===== config.mk =====
export PLATFORM = sky130hd
export DESIGN_NAME = matrix_scan
export DESIGN_NICKNAME = d
export VERILOG_FILES = /design/src/rtl/matrix_scan_pkg.sv /design/src/rtl/scan_timer.sv /design/src/rtl/matrix_scan.sv
export SDC_FILE = /design/constraint.sdc
export NUM_CORES = 1
export LEC_CHECK = 0
export ABC_CLOCK_PERIOD_IN_PS = 4700
export CAP_MARGIN = 15
export CORE_MARGIN = 5
export CORE_UTILIZATION = 53
export CTS_CLUSTER_DIAMETER = 150
export DETAILED_ROUTE_END_ITERATION = 7
export PLACE_DENSITY = 0.84
export SYNTH_ARGS = -nofsm -noshare
export SYNTH_HDL_FRONTEND = slang
export SYNTH_SLANG_ARGS = --single-unit

===== constraint.sdc =====
create_clock -name clk -period 4.7 [get_ports clk]
set_input_delay 0.94 -clock clk [delete_from_list [all_inputs] [get_ports clk]]
set_output_delay 0.94 -clock clk [all_outputs]
set_load 0.01 [all_outputs]

===== src/rtl/matrix_scan_pkg.sv =====
// Shared playfield constants and scan-state encoding for the LED matrix driver.
// Also holds the row-major bit-index convention used by the game core.
package matrix_scan_pkg;

    localparam int ROW_DEF = 10;
    localparam int COL_DEF = 8;

    typedef enum logic [1:0] {
        S_LOAD  = 2'd0,
        S_BLANK = 2'd1,
        S_DRIVE = 2'd2
    } scan_state_e;

    // Playfield bit for row r (0 = top), column c (0 = left).
    function automatic int bit_idx(input int r, input int c, input int ncol);
        return r * ncol + c;
    endfunction

    // Counter width that never collapses to zero bits.
    function automatic int cw(input int n);
        return (n > 1) ? $clog2(n) : 1;
    endfunction

endpackage


===== src/rtl/scan_timer.sv =====
// Slot counter and row index for the matrix scan, with terminal-count flags.
// The row index wraps explicitly so non-power-of-two row counts stay in range.
module scan_timer
    import matrix_scan_pkg::*;
#(
    parameter int ROW   = ROW_DEF,
    parameter int DIV   = 50000,
    parameter int BLANK = 4,
    localparam int ROW_W = cw(ROW),
    localparam int CNT_W = cw(DIV)
) (
    input  logic             clk,
    input  logic             rst_n,
    input  logic             clr,
    input  logic             en,
    output logic [ROW_W-1:0] row,
    output logic             blank_done,
    output logic             slot_done,
    output logic             last_row
);

    logic [CNT_W-1:0] cnt_q, cnt_d;
    logic [ROW_W-1:0] row_q, row_d;

    assign blank_done = (cnt_q == CNT_W'(BLANK - 1));
    assign slot_done  = (cnt_q == CNT_W'(DIV - 1));
    assign last_row   = (row_q == ROW_W'(ROW - 1));
    assign row        = row_q;

    // Next count: clear on frame load, else step through the slot and rows.
    always_comb begin
        cnt_d = cnt_q;
        row_d = row_q;
        if (clr) begin
            cnt_d = '0;
            row_d = '0;
        end else if (en) begin
            if (slot_done) begin
                cnt_d = '0;
                row_d = last_row ? '0 : row_q + 1'b1;
            end else begin
                cnt_d = cnt_q + 1'b1;
            end
        end
    end

    // Counter registers, asynchronously cleared.
    always_ff @(posedge clk or posedge rst_n) begin
        if (rst_n) begin
            cnt_q <= '0;
            row_q <= '0;
        end else begin
            cnt_q <= cnt_d;
            row_q <= row_d;
        end
    end

endmodule


===== src/rtl/matrix_scan.sv =====
// Time-multiplexed LED dot-matrix driver with tear-free frame snapshots.
// Blanks between rows and flashes the whole field while game_over is high.
module matrix_scan
    import matrix_scan_pkg::*;
#(
    parameter int ROW          = ROW_DEF,
    parameter int COL          = COL_DEF,
    parameter int DIV          = 50000,
    parameter int BLANK        = 4,
    parameter int BLINK_FRAMES = 25
) (
    input  logic               clk,
    input  logic               rst_n,
    input  logic [ROW*COL-1:0] Background1,
    input  logic               game_over,
    output logic [ROW-1:0]     row_sel,
    output logic [COL-1:0]     col_data,
    output logic               frame_start
);

    localparam int ROW_W = cw(ROW);
    localparam int FC_W  = cw(BLINK_FRAMES);

    scan_state_e        state_q, state_d;
    logic [ROW*COL-1:0] frame_buf_q, frame_buf_d;
    logic [FC_W-1:0]    fcnt_q, fcnt_d;
    logic               blink_off_q, blink_off_d;
    logic [ROW-1:0]     row_sel_q, row_sel_d;
    logic [COL-1:0]     col_data_q, col_data_d;
    logic               frame_start_q, frame_start_d;

    logic               tmr_clr;
    logic               tmr_en;
    logic [ROW_W-1:0]   row_i;
    logic               blank_done;
    logic               slot_done;
    logic               last_row;

    scan_timer #(
        .ROW   (ROW),
        .DIV   (DIV),
        .BLANK (BLANK)
    ) u_timer (
        .clk        (clk),
        .rst_n      (rst_n),
        .clr        (tmr_clr),
        .en         (tmr_en),
        .row        (row_i),
        .blank_done (blank_done),
        .slot_done  (slot_done),
        .last_row   (last_row)
    );

    assign row_sel     = row_sel_q;
    assign col_data    = col_data_q;
    assign frame_start = frame_start_q;

    // Scan sequencing, snapshot/blink update and output decode for this cycle.
    always_comb begin
        state_d       = state_q;
        frame_buf_d   = frame_buf_q;
        fcnt_d        = fcnt_q;
        blink_off_d   = blink_off_q;
        row_sel_d     = '1;
        col_data_d    = '0;
        frame_start_d = 1'b0;
        tmr_clr       = 1'b0;
        tmr_en        = 1'b0;
        case (state_q)
            S_LOAD: begin
                frame_buf_d   = Background1;
                frame_start_d = 1'b1;
                tmr_clr       = 1'b1;
                if (!game_over) begin
                    fcnt_d      = '0;
                    blink_off_d = 1'b0;
                end else if (fcnt_q == FC_W'(BLINK_FRAMES - 1)) begin
                    fcnt_d      = '0;
                    blink_off_d = ~blink_off_q;
                end else begin
                    fcnt_d = fcnt_q + 1'b1;
                end
                state_d = S_BLANK;
            end
            S_BLANK: begin
                tmr_en = 1'b1;
                if (blank_done) begin
                    state_d = S_DRIVE;
                end
            end
            S_DRIVE: begin
                tmr_en = 1'b1;
                for (int i = 0; i < ROW; i++) begin
                    if (row_i == ROW_W'(i)) begin
                        row_sel_d[i] = 1'b0;
                    end
                end
                if (!blink_off_q) begin
                    col_data_d = frame_buf_q[bit_idx(int'(row_i), 0, COL) +: COL];
                end
                if (slot_done) begin
                    state_d = last_row ? S_LOAD : S_BLANK;
                end
            end
            default: begin
                state_d = S_LOAD;
            end
        endcase
    end

    // State, frame buffer, blink and registered outputs; reset blanks the matrix.
    always_ff @(posedge clk or posedge rst_n) begin
        if (rst_n) begin
            state_q       <= S_LOAD;
            frame_buf_q   <= '0;
            fcnt_q        <= '0;
            blink_off_q   <= 1'b0;
            row_sel_q     <= '1;
            col_data_q    <= '0;
            frame_start_q <= 1'b0;
        end else begin
            state_q       <= state_d;
            frame_buf_q   <= frame_buf_d;
            fcnt_q        <= fcnt_d;
            blink_off_q   <= blink_off_d;
            row_sel_q     <= row_sel_d;
            col_data_q    <= col_data_d;
            frame_start_q <= frame_start_d;
        end
    end

endmodule


==> results.md, run 1 <==
* FF-to-FF path depth at 6
* Maximum clock frequency at 369 MHz
* Remaining Overflow, GRT at 0
* Height of the die at 114 um
* Worst endpoint data arrival time at 3120 ps
* Placeable core region at 10800 um^2
* Startpoint type of the worst setup path: register
* WL final at 15200 um
* Proportion of register bits with asynchronous set or reset after synthesis at 1.00
* Starting density of the core at 0.536
* CP cell instances: or2_2 -> buf_4 -> inv_2 -> buf_4 -> nand2_1 -> nand2_1
* Clk pin slew, worst setup/hold paths at 60 ps
* Final Setup Violations at 0
* Number of buffers inserted to repair setup after CTS at 0
* HP Class: register to register
* Leading cell type by number of instances after synthesis: sky130_fd_sc_hd__nand2_1
* Origin of the worst setup path: state_q[1]
* Final-stage net count at 800
* Worst hold start: frame_buf_q[28]
* Synthesis warning total at 0
* List of most frequent post-synthesis cells: sky130_fd_sc_hd__nand2_1, sky130_fd_sc_hd__dfrtp_1, sky130_fd_sc_hd__clkbuf_1, sky130_fd_sc_hd__mux2_2
* Number of max-cap violations at 0
* End of the worst register-to-register path: frame_buf_q[39]
* Peak ir drop on the vdd network at 271 uV
* Stage delay of the slowest cell on the critical path at 670 ps
* Diode insertion count for antenna repair at 0
* FF-to-FF Start: state_q[1]
* Routed wire per std cell at 17.5 um
* Number of standard cells after synthesis at 624
* Sinks on Clock Net at 127
* Main synth FF type: sky130_fd_sc_hd__dfrtp_1
* Distinct cell type count of the synthesized netlist at 51
* Maximum number of pins on one net before global-route repair at 88
* Library cell with the largest summed area after synthesis: sky130_fd_sc_hd__dfrtp_1
* Capturing element type of the critical path: register
* Number of synthesized register bits at 127
* Total count of max-transition violations in the final report at 0
* Worst clock skew on the final layout at 8.01 ps
* Uppermost routed layer: met4
* Largest cells by area after synthesis: sky130_fd_sc_hd__dfrtp_1, sky130_fd_sc_hd__nand2_1, sky130_fd_sc_hd__dfstp_2
* Number of synthesized flops with an enable pin at 0
* Top-area cell type share of the netlist area at 0.506
* Antenna Violating Nets Remaining at 0
* Number of placed I/O pins at 102
* Run status: complete, no violations
* Number of design rule violations left after detail routing at 0
* Power per Cell Area at 367 nW/um^2
* Total number of H-tree levels at 4
* Num CTS Buffers at 17
* Vias in the first global route at 5196
* # hold bufs at CTS at 0
* Met1 wire length at 5810 um
* Setup CP Type: register to register
* Routed length on met3 at 1000 um
* Final Cycle Share at 0.576
* PortBufs at 101
* Clock tree from TritonCTS: yes
* Clock insertion delay at the later pin of the skew report at 530 ps
* Fraction of layout cells with a size suffix above 1 at 0.114
* Vias per inst at 5.71
* Weighted congestion reported at the end of routability-driven placement at 0.873
* Buffer depth of the longest clock path at 2
* Final Hold Violating Endpoints at 0
* Proportion of synthesized chip area in sequential cells at 0.551
* Timing endpoint of the critical path: frame_buf_q[39]
* Total number of vias at 4953
* Die outline area at 13100 um^2
* Relative area change from synthesis to final layout at 30.0%
* Maximum net fanout on the critical path at 87
* Crit path time final at 2710 ps
* TNS Setup at 0 ps
* Global router's overall resource usage at 0.245
* CTS-repair resized insts at 0
* Half-perimeter wire length after placement at 9810 um
* Iteration-0 DRC Markers at 433
* Relative slew slack at 0.220
* Required arrival time at the worst endpoint at 5110 ps
* Met2 wire length at 7890 um
* Measured slew at the worst slew-check pin at 1150 ps
* Wire length of the first global-routing pass at 24900 um
* Syn Nets at 710
* Critical-path top delay cell: sky130_fd_sc_hd__dfrtp_1
* Cell area after synthesis at 5790 um^2
* Worst-case hold slack at 472 ps
* Number of standard-cell rows in the floorplan at 38
* Register-to-register setup slack at 1990 ps
* Leakage Power at 3.40 nW
* RSZ-0062 raised after global routing: false
* Initial antenna violation count at 0
* Die width at 114 um
* Clk root buf: sky130_fd_sc_hd__clkbuf_8
* Design Power at 0.00276 W
* Count of TritonRoute iterations in the first routing pass at 5
* Per-instance average area after synthesis at 9.27 um^2
-- metal layers --
| layer | up-vias | global-route usage |
|---|---|---|
| li1 | 2282 | - |
| met1 | 2404 | 0.290 |
| met2 | 215 | 0.419 |
| met3 | 52 | 0.0613 |
| met4 | 0 | 0.115 |
| met5 | - | 0 |
-- worst max-delay path, delay by kind of cell, from the launching register on --
family | cells | cell delay, ps
buf+inv | 3 | 1370
flops | 1 | 670
simple gates | 3 | 460
-- through the flow --
stage | area (um^2) | cells | utilization | setup slack [ps]
final | 7520 | 867 | 0.697 | 1990
after global routing | 7520 | 867 | 0.697 | 1790
after CTS | 7520 | 867 | 0.697 | 2050
after detailed placement | 6880 | 835 | 0.637 | 2090
after global placement | 6880 | 835 | 0.637 | 2220
after floorplan | 5790 | 624 | - | 392
-- worst min-delay path by stage --
stage	to	slack, ps	cells past startpoint
3_5_place_dp	frame_buf_q[55]	460	2
3_3_place_gp	frame_buf_q[61]	450	2
5_1_grt	frame_buf_q[20]	500	2
4_1_cts	frame_buf_q[28]	470	2
2_1_floorplan	frame_buf_q[17]	440	2
6_report	frame_buf_q[28]	470	2
-- registers in the layout, indices dropped and copies added, names as in the netlist --
| signal | flops |
|---|---|
| blink_off_q | 1 |
| u_timer.row | 4 |
| state_q | 2 |
| col_data | 8 |
| frame_start | 1 |
| row_sel | 10 |
| u_timer.cnt_q | 16 |
| frame_buf_q | 80 |
| fcnt_q | 5 |
-- area by class of cell --
class	instances	area [um^2]
repair buffers	107	1060
multi-input cells	451	2420
well taps	140	175
clock buffers	17	414
fillers	790	3270
clock inverters	15	230
flip-flops and latches	127	3190
inverters	10	40.0
-- layout by cell type (no fill, tap or decap), types with 2 or more instances in the layout --
master and count:
sky130_fd_sc_hd__inv_1 8, sky130_fd_sc_hd__nor3_1 10, sky130_fd_sc_hd__nand2b_1 4, sky130_fd_sc_hd__a21oi_1 12, sky130_fd_sc_hd__clkdlybuf4s50_1 101, sky130_fd_sc_hd__nand2_1 270, sky130_fd_sc_hd__ha_1 3, sky130_fd_sc_hd__a32oi_1 3
sky130_fd_sc_hd__mux4_2 8, sky130_fd_sc_hd__and2_1 2, sky130_fd_sc_hd__o22ai_1 3, sky130_fd_sc_hd__bufinv_16 5, sky130_fd_sc_hd__or2_2 3, sky130_fd_sc_hd__a31oi_1 11, sky130_fd_sc_hd__clkinvlp_4 3, sky130_fd_sc_hd__o21ai_0 10
sky130_fd_sc_hd__nor2_1 15, sky130_fd_sc_hd__clkbuf_16 16, sky130_fd_sc_hd__o31ai_1 6, sky130_fd_sc_hd__xor2_1 3, sky130_fd_sc_hd__dfrtp_1 117, sky130_fd_sc_hd__nand3_1 13, sky130_fd_sc_hd__buf_4 6, sky130_fd_sc_hd__or3_1 3
sky130_fd_sc_hd__xnor2_1 4, sky130_fd_sc_hd__dfstp_2 10, sky130_fd_sc_hd__mux2_2 16, sky130_fd_sc_hd__and4_1 4, sky130_fd_sc_hd__or4_1 5, sky130_fd_sc_hd__a22oi_1 15, sky130_fd_sc_hd__inv_6 5, sky130_fd_sc_hd__nand4_1 6
sky130_fd_sc_hd__nor4_1 2
-- cell families (layout without fill, tap and decap cells) --
group                    Yosys count  in the layout  share of synthesized area
XOR/XNOR                           7              7                     0.0106
AND/OR/NAND/NOR                  347            347                      0.257
adder cells (fa/ha/maj)            4              4                    0.00843
multiplexers                      25             25                     0.0640
flip-flops                       127            127                      0.551
AO/OA/AOI/OAI                     68             68                     0.0772
buffers and inverters             46            149                     0.0318
-- power breakdown --
group | leakage [nW] | internal (W) | switching [W]
logic | 1.57 | 0.0000961 | 0.0000704
clock network | 0.306 | 0.000923 | 0.000512
registers | 1.52 | 0.00114 | 0.0000243
No activity file was read; power rests on OpenSTA's default activity.
==> inputs of run 2 (changes only) <==
- ABC_CLOCK_PERIOD_IN_PS: 4700 -> 2700
- clock period: 4.7 -> 2.7 ns (I/O delays scaled with it)
==> run 2 against run 1 <==
Global-route usage fell by 0.35 points. Wire length decreased by 0.77%. Clock skew is 1.7 ps lower. Largest cell class unchanged. Register-to-register slack got worse by 1400 ps. Largest power group unchanged.
==> results.md, run 2 (synthesis results as in run 1) <==
* Run status: complete, no violations
* Worst clock skew on the final layout at 6.31 ps
* Buffer depth of the longest clock path at 2
* Final Hold Violating Endpoints at 0
* End of the worst register-to-register path: u_timer.cnt_q[15]
* Worst hold start: frame_buf_q[53]
* Max reg flops at 80
* Number of buffers inserted to repair setup after CTS at 0
* Smallest setup slack after layout at 562 ps
* FF-to-FF Start: state_q[1]
* Total number of H-tree levels at 4
* Height of the die at 114 um
* Setup CP Type: register to register
* Remaining Overflow, GRT at 0
* Register cell area after layout at 3190 um^2
* DP Worst Slack at 595 ps
* Antenna Violating Nets Remaining at 0
* Global router's overall resource usage at 0.242
* Vias in the first global route at 4932
* Number of standard-cell rows in the floorplan at 38
* Worst-case hold slack at 471 ps
* # hold bufs at CTS at 0
* Total number of vias at 4865
* Crit path time final at 2140 ps
* Worst endpoint data arrival time at 2580 ps
* Hold path endpoint: frame_buf_q[53]
* Count of TritonRoute iterations in the first routing pass at 8
* Final Cycle Share at 0.792
* Iteration-0 DRC Markers at 544
* Final Setup Violations at 0
* Register-to-register setup slack at 560 ps
* Total count of max-transition violations in the final report at 0
* Diode insertion count for antenna repair at 0
* WL final at 15000 um
* Maximum net fanout on the critical path at 21
* Final-stage net count at 801
* Die width at 114 um
* Largest Register: frame_buf_q
* RSZ-0062 raised after global routing: false
* Measured slew at the worst slew-check pin at 845 ps
* Peak ir drop on the vdd network at 383 uV
* Post-Route Utilization at 0.694
* Number of max-cap violations at 0
* Critical-path top delay cell: sky130_fd_sc_hd__dfrtp_1
* Power per Cell Area at 605 nW/um^2
* Most common library cell in the layout ignoring fill and taps: sky130_fd_sc_hd__nand2_1
* Stage delay of the slowest cell on the critical path at 570 ps
* Area of combinational cells with multiple inputs at 2420 um^2
* CTS-repair resized insts at 0
* Sinks on Clock Net at 127
* Number of placed I/O pins at 102
* Fillcell total at 782
* Wire length of the first global-routing pass at 24400 um
* HP Class: register to register
* TNS Setup at 0 ps
* Initial antenna violation count at 0
* Num CTS Buffers at 17
* Routed wire per std cell at 17.4 um
* FF-to-FF path depth at 4
* Required arrival time at the worst endpoint at 3140 ps
* Relative area change from synthesis to final layout at 29.4%
* Hold Path Stages at 2
* Capturing element type of the critical path: register
* Fraction of layout cells with a size suffix above 1 at 0.112
* Clk pin slew, worst setup/hold paths at 60 ps
* Leakage Power at 3.38 nW
* CP cell instances: and2_1 -> or3_4 -> or4_1 -> a21oi_1
* Relative slew slack at 0.437
* Starting density of the core at 0.536
* Maximum clock frequency at 468 MHz
* Origin of the worst setup path: state_q[1]
* Placeable core region at 10800 um^2
* PortBufs at 101
* Clock insertion delay at the later pin of the skew report at 530 ps
* Clock tree from TritonCTS: yes
* Top library cells by usage in the layout, fill and taps aside: sky130_fd_sc_hd__nand2_1, sky130_fd_sc_hd__dfrtp_1, sky130_fd_sc_hd__clkdlybuf4s50_1, sky130_fd_sc_hd__mux2_2, sky130_fd_sc_hd__clkbuf_16
* Maximum number of pins on one net before global-route repair at 128
* Clk root buf: sky130_fd_sc_hd__clkbuf_8
* Vias per inst at 5.62
* Weighted congestion reported at the end of routability-driven placement at 0.883
* Die outline area at 13100 um^2
* Number of design rule violations left after detail routing at 0
* Startpoint type of the worst setup path: register
* Half-perimeter wire length after placement at 10500 um
==> run 2: worst max-delay path: cells and delay by family, from the launching register on <==
family	cells	cell delay, ps
AOI/OAI and AO/OA	1	210
and+or+nand+nor	3	1260
DFF	1	570
==> run 2: cell type report <==
class | instances | area share
clock buffer | 19 | 0.0576
inverter | 10 | 0.00551
multi-input combinational | 451 | 0.323
clock inverter | 11 | 0.0190
sequential | 127 | 0.426
tap | 140 | 0.0234
timing repair buffer | 108 | 0.145
==> run 2: how the worst max path moves through the flow <==
stage	end	depth (start not counted)
5_1_grt	u_timer.row[3]	5
2_1_floorplan	blink_off_q	1
4_1_cts	row_sel[4]	1
3_5_place_dp	u_timer.row[2]	5
3_3_place_gp	u_timer.row[2]	5
6_report	u_timer.cnt_q[15]	4
==> run 2: metal layers <==
metal / global-route usage / vias up / routed length [um]
met1: 0.297 / 2333 / 5980
met2: 0.389 / 213 / 7490
met5: 0 / - / 0
met3: 0.0772 / 47 / 974
li1: - / 2272 / -
met4: 0.112 / 0 / 596
==> run 2: per-stage QoR <==
stage                     instances  cell area [um^2]  total power, W
final                           866              7490         0.00453
after global routing            866              7490         0.00468
after global placement          836              6910         0.00233
after detailed placement        836              6910         0.00234
after CTS                       866              7490         0.00455
after floorplan                 624              5790         0.00215
==> run 2: power by group <==
| part | switching, W | internal, W |
|---|---|---|
| registers | 0.0000523 | 0.00198 |
| logic | 0.000111 | 0.000168 |
| clock network | 0.000812 | 0.00141 |
| total | 0.000975 | 0.00356 |
==> inputs of run 3 (changes only) <==
- ABC_CLOCK_PERIOD_IN_PS: 2700 -> 1800
- CORE_UTILIZATION: 53 -> 48
- PLACE_DENSITY: 0.84 -> 0.81
- clock period: 2.7 -> 1.8 ns (I/O delays scaled with it)
==> run 3 against run 2 <==
Via count up 1.6%. Die area grew 9.5%. Hold slack lost 66 ps.
==> results.md, run 3 (synthesis results as in run 1) <==
* Maximum number of pins on one net before global-route repair at 79
* Startpoint type of the worst setup path: register
* Required arrival time at the worst endpoint at 2130 ps
* Num CTS Buffers at 17
* Final-stage net count at 832
* FF-to-FF path depth at 4
* FF-to-FF Start: u_timer.cnt_q[2]
* WL final at 14600 um
* Run status: complete, no violations
* Count of TritonRoute iterations in the first routing pass at 5
* Area of combinational cells with multiple inputs at 2440 um^2
* Clk pin slew, worst setup/hold paths at 50 ps
* Weighted congestion reported at the end of routability-driven placement at 0.866
* Clk root buf: sky130_fd_sc_hd__clkbuf_16
* TNS Setup at 0 ps
* Sinks on Clock Net at 127
* RSZ-0062 raised after global routing: true
* Fraction of layout cells with a size suffix above 1 at 0.153
* Final Cycle Share at 0.955
* Vias in the first global route at 5151
* Power per Cell Area at 876 nW/um^2
* Worst clock skew on the final layout at 8.92 ps
* Peak ir drop on the vdd network at 636 uV
* Iteration-0 DRC Markers at 392
* End of the worst register-to-register path: u_timer.cnt_q[15]
* Diode insertion count for antenna repair at 0
* Half-perimeter wire length after placement at 10500 um
* Relative slew slack at 0.699
* Clock insertion delay at the later pin of the skew report at 410 ps
* Die outline area at 14400 um^2
* Buffer depth of the longest clock path at 2
* Remaining Overflow, GRT at 0
* Crit path time final at 1720 ps
* Largest Register: frame_buf_q
* Final Setup Violations at 0
* Placeable core region at 11900 um^2
* Fillcell total at 923
* Relative area change from synthesis to final layout at 33.7%
* Starting density of the core at 0.486
* PortBufs at 101
* Capturing element type of the critical path: register
* Total count of max-transition violations in the final report at 0
* Leakage Power at 3.51 nW
* Antenna Violating Nets Remaining at 0
* Register-to-register setup slack at 80 ps
* Global router's overall resource usage at 0.215
* Measured slew at the worst slew-check pin at 449 ps
* Maximum net fanout on the critical path at 7
* Vias per inst at 5.45
* Top library cells by usage in the layout, fill and taps aside: sky130_fd_sc_hd__nand2_1, sky130_fd_sc_hd__dfrtp_1, sky130_fd_sc_hd__clkdlybuf4s50_1, sky130_fd_sc_hd__buf_4, sky130_fd_sc_hd__clkbuf_16
* Register cell area after layout at 3190 um^2
* Design Power at 0.00678 W
* Height of the die at 120 um
* Setup CP Type: register to register
* Number of placed I/O pins at 102
* Final Hold Violating Endpoints at 0
* Max reg flops at 80
* Worst endpoint data arrival time at 2050 ps
* Number of max-cap violations at 0
* Number of standard-cell rows in the floorplan at 40
* Die width at 120 um
* Wire length of the first global-routing pass at 24600 um
* Most common library cell in the layout ignoring fill and taps: sky130_fd_sc_hd__nand2_1
* Total number of H-tree levels at 4
* Clock tree from TritonCTS: yes
* Total number of vias at 4941
* Number of design rule violations left after detail routing at 0
* Initial antenna violation count at 0
* HP Class: input pin to asynchronous set/reset pin
* Maximum clock frequency at 581 MHz
* Routed wire per std cell at 16.1 um
[run 3: changes by cell type in the layout (fill, tap and decap cells not counted), sizes merged]
cell,before,now
clkinvlp,3,1
clkinv,6,4
bufinv,3,2
clkdlybuf4s50,101,91
dlygate4sd2,0,10
buf,7,38
clkbuf,19,26
[run 3: worst max-delay path by stage]
stage / from / endpoint / cells after the start
after floorplan: rst_n / blink_off_q / 1
after global placement: u_timer.cnt_q[1] / u_timer.row[2] / 5
after detailed placement: u_timer.cnt_q[1] / u_timer.row[2] / 5
after CTS: u_timer.cnt_q[1] / u_timer.row[2] / 5
after global routing: u_timer.cnt_q[4] / u_timer.cnt_q[13] / 5
final: u_timer.cnt_q[2] / u_timer.cnt_q[15] / 4
[run 3: where the power goes]
group	internal, W	leakage [nW]	switching [W]
clock	0.00214	0.282	0.00117
sequential	0.00297	1.52	0.0000601
combinational	0.000257	1.72	0.000173
[run 3: layout make-up]
cell class                      count  share of cell area
Clock buffer                       26              0.0632
Inverter                           10             0.00534
Timing Repair Buffer              139               0.169
Sequential cell                   127               0.413
Multi-Input combinational cell    451               0.315
Clock inverter                      6              0.0108
Tap cell                          147              0.0238
[run 3: what timing repair did]
action                     CTS  global route
buffers inserted             0             2
setup endpoints to repair   11             7
resized for setup           12             5
cloned                       0             0
pin swaps                    0             6
hold buffers                 0             0
[run 3: worst max-delay path, stage by stage, from the launching register on]
cell	delay, ps
sky130_fd_sc_hd__dfrtp_1	470
sky130_fd_sc_hd__nand3_2	140
sky130_fd_sc_hd__or3_4	420
sky130_fd_sc_hd__or4_1	470
sky130_fd_sc_hd__a21oi_1	150
[run 3: through the flow]
step	hold slack [ps]	cells	util	instance area, um^2	setup slack, ps
6_report	405	906	0.649	7740	80.1
5_1_grt	450	906	0.649	7740	-24.6
4_1_cts	417	904	0.647	7710	9.02
3_5_place_dp	459	872	0.599	7140	-27.1
3_3_place_gp	452	872	0.599	7140	111
2_1_floorplan	440	624	-	5790	-119
[run 3: per-layer routing]
metal,track usage,part of all wire,vias to the layer above
li1,-,-,2342
met1,0.276,0.42,2387
met3,0.0504,0.059,36
met5,0,0,-
met2,0.346,0.49,176
met4,0.0988,0.030,0
